$ cat src/rtl/interrupt_queue.sv
// interrupt_queue
//   Turns rising edges on game-IO interrupt request lines into 32-bit
//   instruction words. The words are buffered in arrival order and the head
//   word is presented to the processor. Each source has a sticky pending bit.
//   When several sources are pending, the lowest index is granted first. At
//   most one word is enqueued per cycle. An all-zero word means "no interrupt".
//
// Ports
//   clock                  system clock, all state updates on posedge
//   reset                  synchronous, active-high
//   irq_req                level request lines, a rising edge is one event
//   irq_instr              per-source instruction word, src i at [32*i +: 32]
//   int_enable             0 masks the output to zero and ignores int_ack
//   int_ack                processor consumed the head word (1-cycle pulse)
//   interrupt_instruction  head word, or zero when empty or masked
//   int_pending            queue holds at least one word
//   queue_count            words currently stored, 0..DEPTH
//   drop_count             events lost, saturating at 255
module interrupt_queue #(
  parameter int NUM_SRC = 4,
  parameter int DEPTH   = 8,
  parameter int CW      = $clog2(DEPTH + 1)
) (
  input  logic                 clock,
  input  logic                 reset,
  input  logic [NUM_SRC-1:0]   irq_req,
  input  logic [NUM_SRC*32-1:0] irq_instr,
  input  logic                 int_enable,
  input  logic                 int_ack,
  output logic [31:0]          interrupt_instruction,
  output logic                 int_pending,
  output logic [CW-1:0]        queue_count,
  output logic [7:0]           drop_count
);

  localparam int AW = $clog2(DEPTH);
  localparam int DW = $clog2(NUM_SRC + 1);
  localparam logic [CW-1:0] FULL_COUNT = CW'(DEPTH);

  logic [NUM_SRC-1:0] prev_req;
  logic [NUM_SRC-1:0] pending;
  logic [NUM_SRC-1:0] rise;
  logic [NUM_SRC-1:0] grant;
  logic [NUM_SRC-1:0] drop_hit;
  logic [NUM_SRC-1:0] pending_next;
  logic               push;
  logic               pop;
  logic [31:0]        push_word;
  logic [DW-1:0]      drop_inc;
  logic [8:0]         drop_sum;
  logic [7:0]         drop_next;
  logic [CW-1:0]      count_next;
  logic [AW-1:0]      rd_ptr;
  logic [AW-1:0]      wr_ptr;
  logic [31:0]        mem [DEPTH];

  always_comb begin
    rise = irq_req & ~prev_req;

    // Eligibility uses the pre-edge count: a full queue never accepts a
    // push, even on an edge where it is also popped.
    push = (pending != '0) && (queue_count < FULL_COUNT);

    // x & (~x + 1) isolates the lowest set bit, which is the highest-priority source.
    grant = '0;
    if (push) begin
      grant = pending & (~pending + NUM_SRC'(1));
    end

    push_word = '0;
    for (int i = 0; i < NUM_SRC; i++) begin
      if (grant[i]) begin
        push_word = irq_instr[32*i +: 32];
      end
    end

    pop = int_ack && int_enable && (queue_count != '0);

    // A new edge on a source that is already pending is lost, unless that
    // source's older event leaves the pending bit on this very edge.
    drop_hit = rise & pending & ~grant;
    drop_inc = '0;
    for (int i = 0; i < NUM_SRC; i++) begin
      drop_inc = drop_inc + DW'(drop_hit[i]);
    end
    drop_sum  = {1'b0, drop_count} + 9'(drop_inc);
    drop_next = drop_sum[8] ? 8'hFF : drop_sum[7:0];

    pending_next = (pending & ~grant) | rise;

    count_next = queue_count;
    case ({push, pop})
      2'b10:   count_next = queue_count + CW'(1);
      2'b01:   count_next = queue_count - CW'(1);
      default: count_next = queue_count;
    endcase
  end

  always_ff @(posedge clock) begin
    if (reset) begin
      prev_req    <= '0;
      pending     <= '0;
      rd_ptr      <= '0;
      wr_ptr      <= '0;
      queue_count <= '0;
      drop_count  <= '0;
    end else begin
      prev_req    <= irq_req;
      pending     <= pending_next;
      drop_count  <= drop_next;
      queue_count <= count_next;
      if (push) begin
        wr_ptr <= wr_ptr + AW'(1);
      end
      if (pop) begin
        rd_ptr <= rd_ptr + AW'(1);
      end
    end
  end

  // Storage is not cleared by reset; occupancy is tracked by queue_count.
  always_ff @(posedge clock) begin
    if (!reset && push) begin
      mem[wr_ptr] <= push_word;
    end
  end

  assign interrupt_instruction = (int_enable && (queue_count != '0)) ? mem[rd_ptr] : 32'd0;
  assign int_pending           = (queue_count != '0);

endmodule

$ cat config.mk
export PLATFORM = sky130hd
export DESIGN_NAME = interrupt_queue
export DESIGN_NICKNAME = d
export VERILOG_FILES = /design/src/rtl/interrupt_queue.sv
export SDC_FILE = /design/constraint.sdc
export NUM_CORES = 1
export LEC_CHECK = 0
export BUFFER_PORTS_ARGS = -buffer_cell sky130_fd_sc_hd__buf_2
export CAP_MARGIN = 40
export CORE_ASPECT_RATIO = 0.6
export CORE_UTILIZATION = 30
export DETAILED_ROUTE_END_ITERATION = 10
export MAX_ROUTING_LAYER = met4
export SETUP_SLACK_MARGIN = 0.1
export SYNTH_ARGS = -nofsm -noshare
export SYNTH_HDL_FRONTEND = slang
export SYNTH_SLANG_ARGS = --single-unit
$ cat constraint.sdc
create_clock -name clock -period 11.2 [get_ports clock]
set_input_delay 1.12 -clock clock [delete_from_list [all_inputs] [get_ports clock]]
set_output_delay 1.12 -clock clock [all_outputs]
set_load 0.005 [all_outputs]
==> impl_metrics.tcl, run 1 <==
set metrics [dict create \
    finalSetupViolCount 0 \
    cts_buffers 26 \
    dr_total_vias 6888 \
    grt_pass1_vias 7020 \
    synthAdderAreaFrac 0.0129 \
    max-vdd-ir-drop_mv 0.111 \
    crit_fanout 35 \
    hold_buffers 0 \
    synthXorXnorAreaFrac 0.00582 \
    ant_nets 0 \
    hold_depth 2 \
    postCtsSetupBuffers 0 \
    hold_viol_final 0 \
    die_height_um 157 \
    nets 1038 \
    critPathKind "reg2out" \
    critPathCaptureType "output pin" \
    leakage_uw 0.00488 \
    seq_power_share 0.493 \
    clkTransAtPathRegs_ns 0.06 \
    cts_tree "yes" \
    ys_seq_area_frac 0.687 \
    wire_per_inst_um 20.1 \
    postCtsResizedCells 0 \
    relSlewSlack 0.513 \
    cap_violations 0 \
    synth_nets 851 \
    ys_seq_elements 285 \
    ios 181 \
    drc 12 \
    violations "DRC" \
    status "finished, violations left" \
    clock-sinks 285 \
    power.internal_uw 1900 \
    grt_overflow 0 \
    synth_compound_area_frac 0.0685 \
    dp_hpwl_um 18400 \
    drtIter0Drc 428 \
    synth_simple_gate_area_frac 0.0529 \
    layout_commonest_cell "edfxtp_1" \
    vias_per_cell 4.81 \
    firstDrtPassIters 8 \
    syn_area_per_cell_um2 17.1 \
    muxShareOfSynthArea 0.147 \
    grtUsageTotal 0.145 \
    drive_above_1_share 0.359 \
    p_switching_uw 674 \
    syn-instance-count 705 \
    htreeDepth 1 \
    nFillCells 3696 \
    rows 56 \
    netlist_area_um2 12000 \
    design.die.area_um2 41000 \
    ys_types 46 \
    grt_max_degree 48 \
    root_buffer "clkbuf_16" \
    holdWs_ns 0.501 \
    placed_cell_area_um2 13600 \
    grt_pass1_wl_um 43300 \
    final_cell_mix "edfxtp_1 (256), buf_2 (184), mux4_2 (64), nor2_1 (46)" \
    tightest_slew_ns 0.731 \
    die_x_um 261 \
    antenna_found_initial 0 \
    period_needed_ns 3.98 \
    fin_area_um2 14400 \
    rsz0062_at_grt "false" \
    clk-insertion-delay-late_ns 0.54 \
    swShare 0.262 \
    fin_tns_setup_ns 0 \
    drv_slew 0 \
    synth_top_family_by_area "multiplexers" \
    yosysWarnings 0 \
    clockBufferDepth 3 \
    place_congestion 0.813 \
    r2r.worst_path.cells 10 \
    finalCritPeriodShare 0.356 \
    p_clk_frac 0.320 \
    hold_path.class "reg2reg" \
    drt-total-wl_um 28800 \
    powerDensity_nw_per_um2 179 \
    worstPathArrival_ns 2.86 \
    initial_core_util 0.306 \
    p_comb_frac 0.187 \
    fmax_mhz 251 \
    startpoint_type "flop" \
    skew_ns 0.0125 \
    syn2layout_area_growth_pct 19.5 \
    cp.required_ns 10.08 \
    core_um2 39300 \
    port-buffer-count 180 \
]
-- critical path, cell delays in order, from the launching register on --
cell	delay [ns]
dfxtp_4	0.59
buf_4	0.35
buf_16	0.30
mux4_2	0.55
mux2i_1	0.28
nor2_1	0.07
buf_2	0.15
-- through the flow --
step | power [uW] | instances | setup WS, ns | utilization
2_1_floorplan | 1610 | 705 | 6.26 | -
3_3_place_gp | 1770 | 1376 | 7.47 | 0.343
3_5_place_dp | 1790 | 1386 | 7.60 | 0.346
4_1_cts | 2610 | 1431 | 7.13 | 0.366
5_1_grt | 2690 | 1431 | 7.01 | 0.366
6_report | 2580 | 1432 | 7.22 | 0.366
-- per-layer routing --
metal  vias to the layer above  part of all wire  track usage
met1                      3532              0.48        0.205
met3                        31             0.038       0.0230
met2                       136              0.47        0.226
li1                       3189                 -            -
met4                         0             0.013       0.0220
met5                         -                 0            -
-- state kept, by name, indices dropped and copies added, names as in the netlist, named ones only --
register and flops:
mem 256, drop_count 8, pending 4, prev_req 4, queue_count 4, rd_ptr 3, wr_ptr 3
-- layout make-up --
cell class / instances / area [um2] / area share
Antenna cell: 1 / 2.50 / 0.000174
Multi-Input combinational cell: 367 / 3520 / 0.245
Inverter: 8 / 30.0 / 0.00209
Sequential cell: 285 / 8280 / 0.575
Clock inverter: 12 / 91.3 / 0.00635
Timing Repair Buffer: 204 / 1130 / 0.0786
Clock buffer: 33 / 677 / 0.0471
Tap cell: 522 / 653 / 0.0454
-- path summary, 6_finish.rpt --
kind                  startpoint                   endpoint  slack (ns)
setup reg to reg  queue_count[3]              drop_count[1]        7.67
setup / recovery            flop  interrupt_instruction[30]        7.22
hold reg to reg        rd_ptr[1]                       flop        0.50
hold / removal         rd_ptr[1]                       flop        0.50
-- synthesized netlist by cell type (all sizes together) --
cell | n | area share
a21oi | 18 | 0.0078
nor3 | 1 | 0.00042
o2111ai | 1 | 0.00073
o41a | 1 | 0.00094
nor2 | 53 | 0.017
xnor2 | 3 | 0.0022
or3 | 1 | 0.00052
ha | 6 | 0.0062
and4 | 1 | 0.00073
nand3 | 4 | 0.0017
and2 | 1 | 0.00073
and4b | 1 | 0.00083
nor2b | 8 | 0.0042
nand3b | 1 | 0.00062
fa | 4 | 0.0067
mux4 | 64 | 0.12
nand4 | 1 | 0.00052
or2 | 5 | 0.0028
dfxtp | 29 | 0.048
or4 | 2 | 0.0016
buf | 34 | 0.020
edfxtp | 256 | 0.64
o31ai | 1 | 0.00062
inv | 8 | 0.0025
nand2 | 34 | 0.011
nand2b | 7 | 0.0043
xor2 | 5 | 0.0036
mux2i | 33 | 0.027
a22oi | 38 | 0.024
nor4 | 3 | 0.0016
o21ai | 38 | 0.016
a22o | 26 | 0.019
clkbuf | 11 | 0.0035
nor3b | 3 | 0.0032
and3 | 3 | 0.0016
-- cells by family (layout without fill, tap and decap cells) --
kind of cell,after synthesis,after routing
multiplexers,97,97
buffers and inverters,53,257
XOR/XNOR,8,8
AND/OR/NAND/NOR,129,129
other,0,1
adder cells (fa/ha/maj),10,10
AO/OA/AOI/OAI,123,123
flip-flops,285,285
-- power by group through the flow --
stage	registers [uW]	clock network (uW)	logic (uW)
floorplan	1270	0	339
global placement	1300	0	475
detailed placement	1300	0	495
CTS	1270	844	496
global route	1280	882	531
finish	1270	824	482
Power figures use the tool's default switching activity.
==> inputs of run 2 (changes only) <==
- ABC_AREA: default -> 1
- clock period: 11.2 -> 3.3 ns (I/O delays scaled with it)
==> run 2 against run 1 <==
Compared with the run above:
- the flow now finishes without violations
- die area up 2.1%
- first-iteration DRC count is 62% higher
- sequential power rose to 3.5 times the previous value
- synthesized cell count grew 60%
- clock power rose to 3.6 times the previous value
- synthesized area increased by 2.2%
- via count increased by 28%
- combinational power rose to 4.6 times the previous value
- final cell count is 29% higher
- highest routed layer unchanged
==> impl_metrics.tcl, run 2 <==
set metrics [dict create \
    status "finished, final reports clean" \
    synth_edf_count 256 \
    drtIter0Drc 694 \
    crit_path_top_delay_cell "inv_1" \
    htreeDepth 1 \
    grt_max_degree 129 \
    wire_per_inst_um 16.7 \
    nFillCells 3948 \
    swShare 0.302 \
    utilization 0.362 \
    grt_pass1_vias 8349 \
    seq_power_share 0.461 \
    relSlewSlack 0.517 \
    max-vdd-ir-drop_mv 0.374 \
    fmax_mhz 358 \
    cts_buffers 27 \
    p_comb_frac 0.231 \
    yosysMostFrequentCell "edfxtp_1" \
    clk-insertion-delay-late_ns 0.54 \
    crit_fanout 18 \
    design.die.area_um2 41800 \
    slowest_delay_ns 0.51 \
    leakage_uw 0.00542 \
    synthXorXnorAreaFrac 0.00570 \
    syn2layout_area_growth_pct 19.2 \
    fin_area_um2 14700 \
    grt_pass1_wl_um 47800 \
    postCtsResizedCells 0 \
    ys_top_cells_by_area "edfxtp_1 (63%), nor2_1 (7.6%), nand2_1 (6.0%)" \
    top_regs "mem (256), drop_count (8)" \
    antenna_found_initial 0 \
    drc 0 \
    postCtsSetupBuffers 0 \
    period_needed_ns 2.79 \
    cp_top_family "buffers and inverters" \
    fin_tns_setup_ns 0 \
    hold_viol_final 0 \
    synth_top_family_by_area "simple AND/OR/NAND/NOR gates" \
    syn_area_per_cell_um2 10.9 \
    ys_seq_elements 285 \
    drt-total-wl_um 31000 \
    skew_ns 0.0194 \
    final_cell_mix "edfxtp_1 (256), nor2_1 (246), nand2_1 (196), buf_2 (180), o21ai_0 (128)" \
    p_switching_uw 2890 \
    placed_cell_area_um2 13800 \
    synthAdderAreaFrac 0.0126 \
    clkTransAtPathRegs_ns 0.07 \
    largest_register_ffs 256 \
    netlist_area_um2 12300 \
    vias_per_cell 4.75 \
    ys_seq_area_frac 0.672 \
    yosysWarnings 0 \
    startpoint_type "flop" \
    crit_chain "inv_1, buf_4, o21ai_0, o22ai_1, nor2_1, nor2_1, buf_2" \
    die_x_um 263 \
    critPathKind "reg2out" \
    grtUsageTotal 0.150 \
    synth_top_flop_cell "edfxtp_1" \
    rows 57 \
    rsz0062_at_grt "false" \
    critPathCaptureType "output pin" \
    holdWs_ns 0.0262 \
    cap_violations 0 \
    place_congestion 0.775 \
    root_buffer "clkbuf_16" \
    synth_nets 1275 \
    hold_buffers 3 \
    hold_path.class "in2reg" \
    cp.required_ns 2.97 \
    synth_top_area_cell "edfxtp_1" \
    nets 1448 \
    insertedDiodeCount 0 \
    dr_total_vias 8801 \
    ys_async_sr_fraction 0 \
    core_um2 40400 \
    drive_above_1_share 0.199 \
    cts_tree "yes" \
    grt_overflow 0 \
    ys_top_cells_by_count "edfxtp_1 (256), nor2_1 (250), nand2_1 (196)" \
    worstPathArrival_ns 2.46 \
    clock-sinks 285 \
    initial_core_util 0.304 \
    dp_hpwl_um 19400 \
    synth_simple_gate_area_frac 0.164 \
    muxShareOfSynthArea 0 \
    powerDensity_nw_per_um2 654 \
    syn-instance-count 1129 \
    p_clk_frac 0.308 \
    clockBufferDepth 3 \
    power.internal_uw 6690 \
    tightest_slew_ns 0.723 \
    setup_ws_ns 0.508 \
    ios 181 \
    dpl_worst_slack_ns 0.605 \
    ys_types 30 \
    firstDrtPassIters 6 \
    die_height_um 159 \
    drv_slew 0 \
    worst-path-buf-inv 3 \
    synth_compound_area_frac 0.0979 \
    regMostFlops "mem" \
    ant_nets 0 \
    finalSetupViolCount 0 \
    layout_commonest_cell "edfxtp_1" \
    port-buffer-count 180 \
    crit_top_cell "nor2_1" \
    synth_top_area_share 0.625 \
    finalCritPeriodShare 0.846 \
]
## run 2: cell types whose count changed after synthesis, sizes merged, moves of 8 or more
cell    change
mux2i      -33
nand4      +36
a22oi      -37
inv        +32
nor2      +200
buf        +10
mux4       -64
o22ai      +32
a22o       -26
o211ai     +32
nand2     +163
clkbuf     +12
o21ai      +98
nor2b       -8
## run 2: power groups by stage
stage	registers (uW)	clock network, uW	logic, uW
final	4420	2950	2210
after global routing	4440	3150	2500
after CTS	4420	3020	2260
after detailed placement	4500	0	2250
after global placement	4490	0	2210
after floorplan	4470	0	1490
## run 2: worst paths after layout
kind | from | end | slack, ns | cells after the start
setup reg to reg | pending[1] | drop_count[5] | 0.56 | 15
hold / removal | irq_req[1] | prev_req[1] | 0.03 | 3
hold reg to reg | prev_req[1] | pending[1] | 0.50 | 3
setup / recovery | flop | interrupt_instruction[27] | 0.51 | 7
## run 2: layout make-up
type                       instances  area, um2  area share
multi-input combinational        737       3500       0.239
clock buffer                      35        706      0.0482
tap                              531        664      0.0453
clock inverter                    14        119     0.00811
inverter                          40        151      0.0103
sequential                       285       8270       0.565
timing repair buffer             211       1240      0.0844
## run 2: metal layers
metal	wire (um)	vias to the layer above	track usage
met3	1650	30	0.0251
met4	400	0	0.0218
li1	-	4301	-
met1	15000	4258	0.212
met5	0	-	-
met2	14000	212	0.230
## run 2: cells by family (layout without fill, tap and decap cells)
logic type,count (synthesis),after routing
adders and majority gates,10,10
AOI/OAI and AO/OA,216,216
xor gates and xnor gates,8,8
buffers and inverters,107,300
and+or+nand+nor,503,503
DFF,285,285
## run 2: through the flow
step	power [uW]	std cells
global route	10100	1853
floorplan	5960	1129
CTS	9700	1853
finish	9580	1853
global placement	6710	1800
detailed placement	6750	1801
## run 2: worst reg2reg max path: stages, from the launching register on
cell     delay, ns
dfxtp_1       0.40
inv_1         0.07
nand2_2       0.11
nand4_1       0.13
fa_1          0.48
fa_1          0.42
inv_1         0.09
fa_1          0.21
inv_1         0.05
nor2_1        0.13
nand2_1       0.12
inv_1         0.09
nand2_1       0.15
nand3_1       0.13
nand2_1       0.06
inv_1         0.05
==> inputs of run 3 (changes only) <==
- clock period: 3.3 -> 2.6 ns (I/O delays scaled with it)
==> run 3 against run 2 <==
Compared with the run above:
- clock power rose by 35%
- design area rose by 2.4%
- register-to-register slack lost 0.35 ns
- hold slack better by 0.11 ns
- sequential power increased by 27%
- sequential share of layout area decreased by 1.3 points
- clock skew down 0.0069 ns
- largest cell class unchanged
- via count is essentially flat
- worst setup slack got worse by 0.30 ns
- global-route usage grew 0.083 points
- die area stayed put
==> impl_metrics.tcl, run 3 (synthesis gave the netlist of run 2 again) <==
set metrics [dict create \
    hold_path_end "pending[1]" \
    rr_endpoint "drop_count[7]" \
    tightest_slew_ns 0.730 \
    finalCritPeriodShare 0.921 \
    status "finished, final reports clean" \
    insertedDiodeCount 0 \
    syn2layout_area_growth_pct 22.1 \
    clkTransAtPathRegs_ns 0.07 \
    dp_hpwl_um 19200 \
    fmax_mhz 418 \
    grt_max_degree 79 \
    cts_buffers 28 \
    seq_power_share 0.447 \
    drt-total-wl_um 31200 \
    regMostFlops "mem" \
    highest_layer "met4" \
    dp_cells 1809 \
    core_um2 40400 \
    p_switching_uw 3800 \
    worstPathArrival_ns 2.13 \
    layout_commonest_cell "edfxtp_1" \
    swShare 0.302 \
    htreeDepth 1 \
    fin_cells 1868 \
    ios 181 \
    grt_pass1_vias 8573 \
    finalSetupViolCount 0 \
    drtIter0Drc 549 \
    root_buffer "clkbuf_16" \
    grtUsageTotal 0.151 \
    power.internal_uw 8770 \
    r2r.worst_path.cells 14 \
    dr_total_vias 8799 \
    hold_start "reset" \
    design.die.area_um2 41800 \
    relSlewSlack 0.513 \
    final_cell_mix "edfxtp_1 (256), nor2_1 (242), nand2_1 (194), buf_2 (180), o21ai_0 (128)" \
    r2r_start "pending[0]" \
    place_congestion 0.769 \
    wl_met2_um 14400 \
    rows 57 \
    clockBufferDepth 3 \
    fin_area_um2 15000 \
    cp.required_ns 2.34 \
    hold_depth 3 \
    p_clk_frac 0.318 \
    critPathKind "reg2out" \
    nets 1461 \
    largest_register_ffs 256 \
    vias_per_cell 4.71 \
    clk-insertion-delay-late_ns 0.55 \
    rsz0062_at_grt "true" \
    grt_pass1_wl_um 48300 \
    period_needed_ns 2.39 \
    powerDensity_nw_per_um2 837 \
    wire_per_inst_um 16.7 \
    die_height_um 159 \
    firstDrtPassIters 5 \
    p_comb_frac 0.235 \
    placed_cell_area_um2 14000 \
    initial_core_util 0.304 \
    drv_slew 0 \
    leakage_uw 0.00555 \
    port-buffer-count 180 \
    holdWs_ns 0.139 \
    die_x_um 263 \
    hold_path.class "in2reg" \
    drive_above_1_share 0.221 \
    clock-sinks 285 \
    grt_overflow 0 \
    p_total_uw 12600 \
    cts_tree "yes" \
    ant_nets 0 \
    startpoint_type "flop" \
    drc 0 \
    max-vdd-ir-drop_mv 0.483 \
    cap_violations 0 \
    antenna_found_initial 0 \
    skew_ns 0.0125 \
    r2r_slack_ns 0.21 \
    top_regs "mem (256), drop_count (8)" \
    drt-met1-wl_um 14900 \
    hold_viol_final 0 \
    wl_met3_um 1240 \
    crit_fanout 38 \
    critPathCaptureType "output pin" \
]
## run 3: timing repair
| action | in CTS | in global routing |
|---|---|---|
| cloned | 0 | 1 |
| endpoints found under the setup margin | 7 | 18 |
| hold buffers | 4 | 0 |
| gates resized for setup | 2 | 13 |
| setup buffers | 1 | 1 |
| pin swaps | 1 | 2 |
| endpoints found under the hold margin | 8 | 0 |
## run 3: power groups by stage
| stage | clock network, uW | logic, uW | registers [uW] |
|---|---|---|---|
| 2_1_floorplan | 0 | 1890 | 5670 |
| 3_3_place_gp | 0 | 2890 | 5700 |
| 3_5_place_dp | 0 | 2940 | 5710 |
| 4_1_cts | 4090 | 2950 | 5610 |
| 5_1_grt | 4270 | 3330 | 5650 |
| 6_report | 3990 | 2950 | 5620 |
## run 3: metrics by stage
step	utilization	TNS (ns)	setup slack, ns
after floorplan	-	-5.31	-0.0415
after global placement	0.346	0	0.0527
after detailed placement	0.346	-0.0243	-0.0243
after CTS	0.369	0	0.0897
after global routing	0.371	0	0.0318
final	0.371	0	0.206
## run 3: area by class of cell
| cell class | count | area [um2] |
|---|---|---|
| multi-input cells | 737 | 3560 |
| flip-flops and latches | 285 | 8280 |
| clock inverters | 19 | 189 |
| fillers | 3903 | 25400 |
| clock buffers | 33 | 719 |
| repair buffers | 223 | 1450 |
| inverters | 40 | 155 |
| well taps | 531 | 664 |
## run 3: worst max path at each step
stage,to,slack (ns),depth (start not counted)
6_report,interrupt_instruction[9],0.21,7
5_1_grt,drop_count[5],0.03,15
4_1_cts,drop_count[5],0.09,15
3_5_place_dp,drop_count[5],-0.02,15
3_3_place_gp,drop_count[5],0.05,15
2_1_floorplan,mem[1][0],-0.04,6
## run 3: routing by layer
layer	GRT usage	up-vias
li1	-	4330
met1	0.203	4252
met2	0.243	180
met3	0.0237	37
met4	0.0271	0
met5	-	-
## run 3: worst max-delay path, cell delays in order (launching register included)
cell	delay, ns
dfxtp_4	0.41
clkinv_2	0.15
buf_6	0.29
nor2_1	0.07
o211ai_1	0.18
nand2_1	0.08
nor2_1	0.24
buf_2	0.17
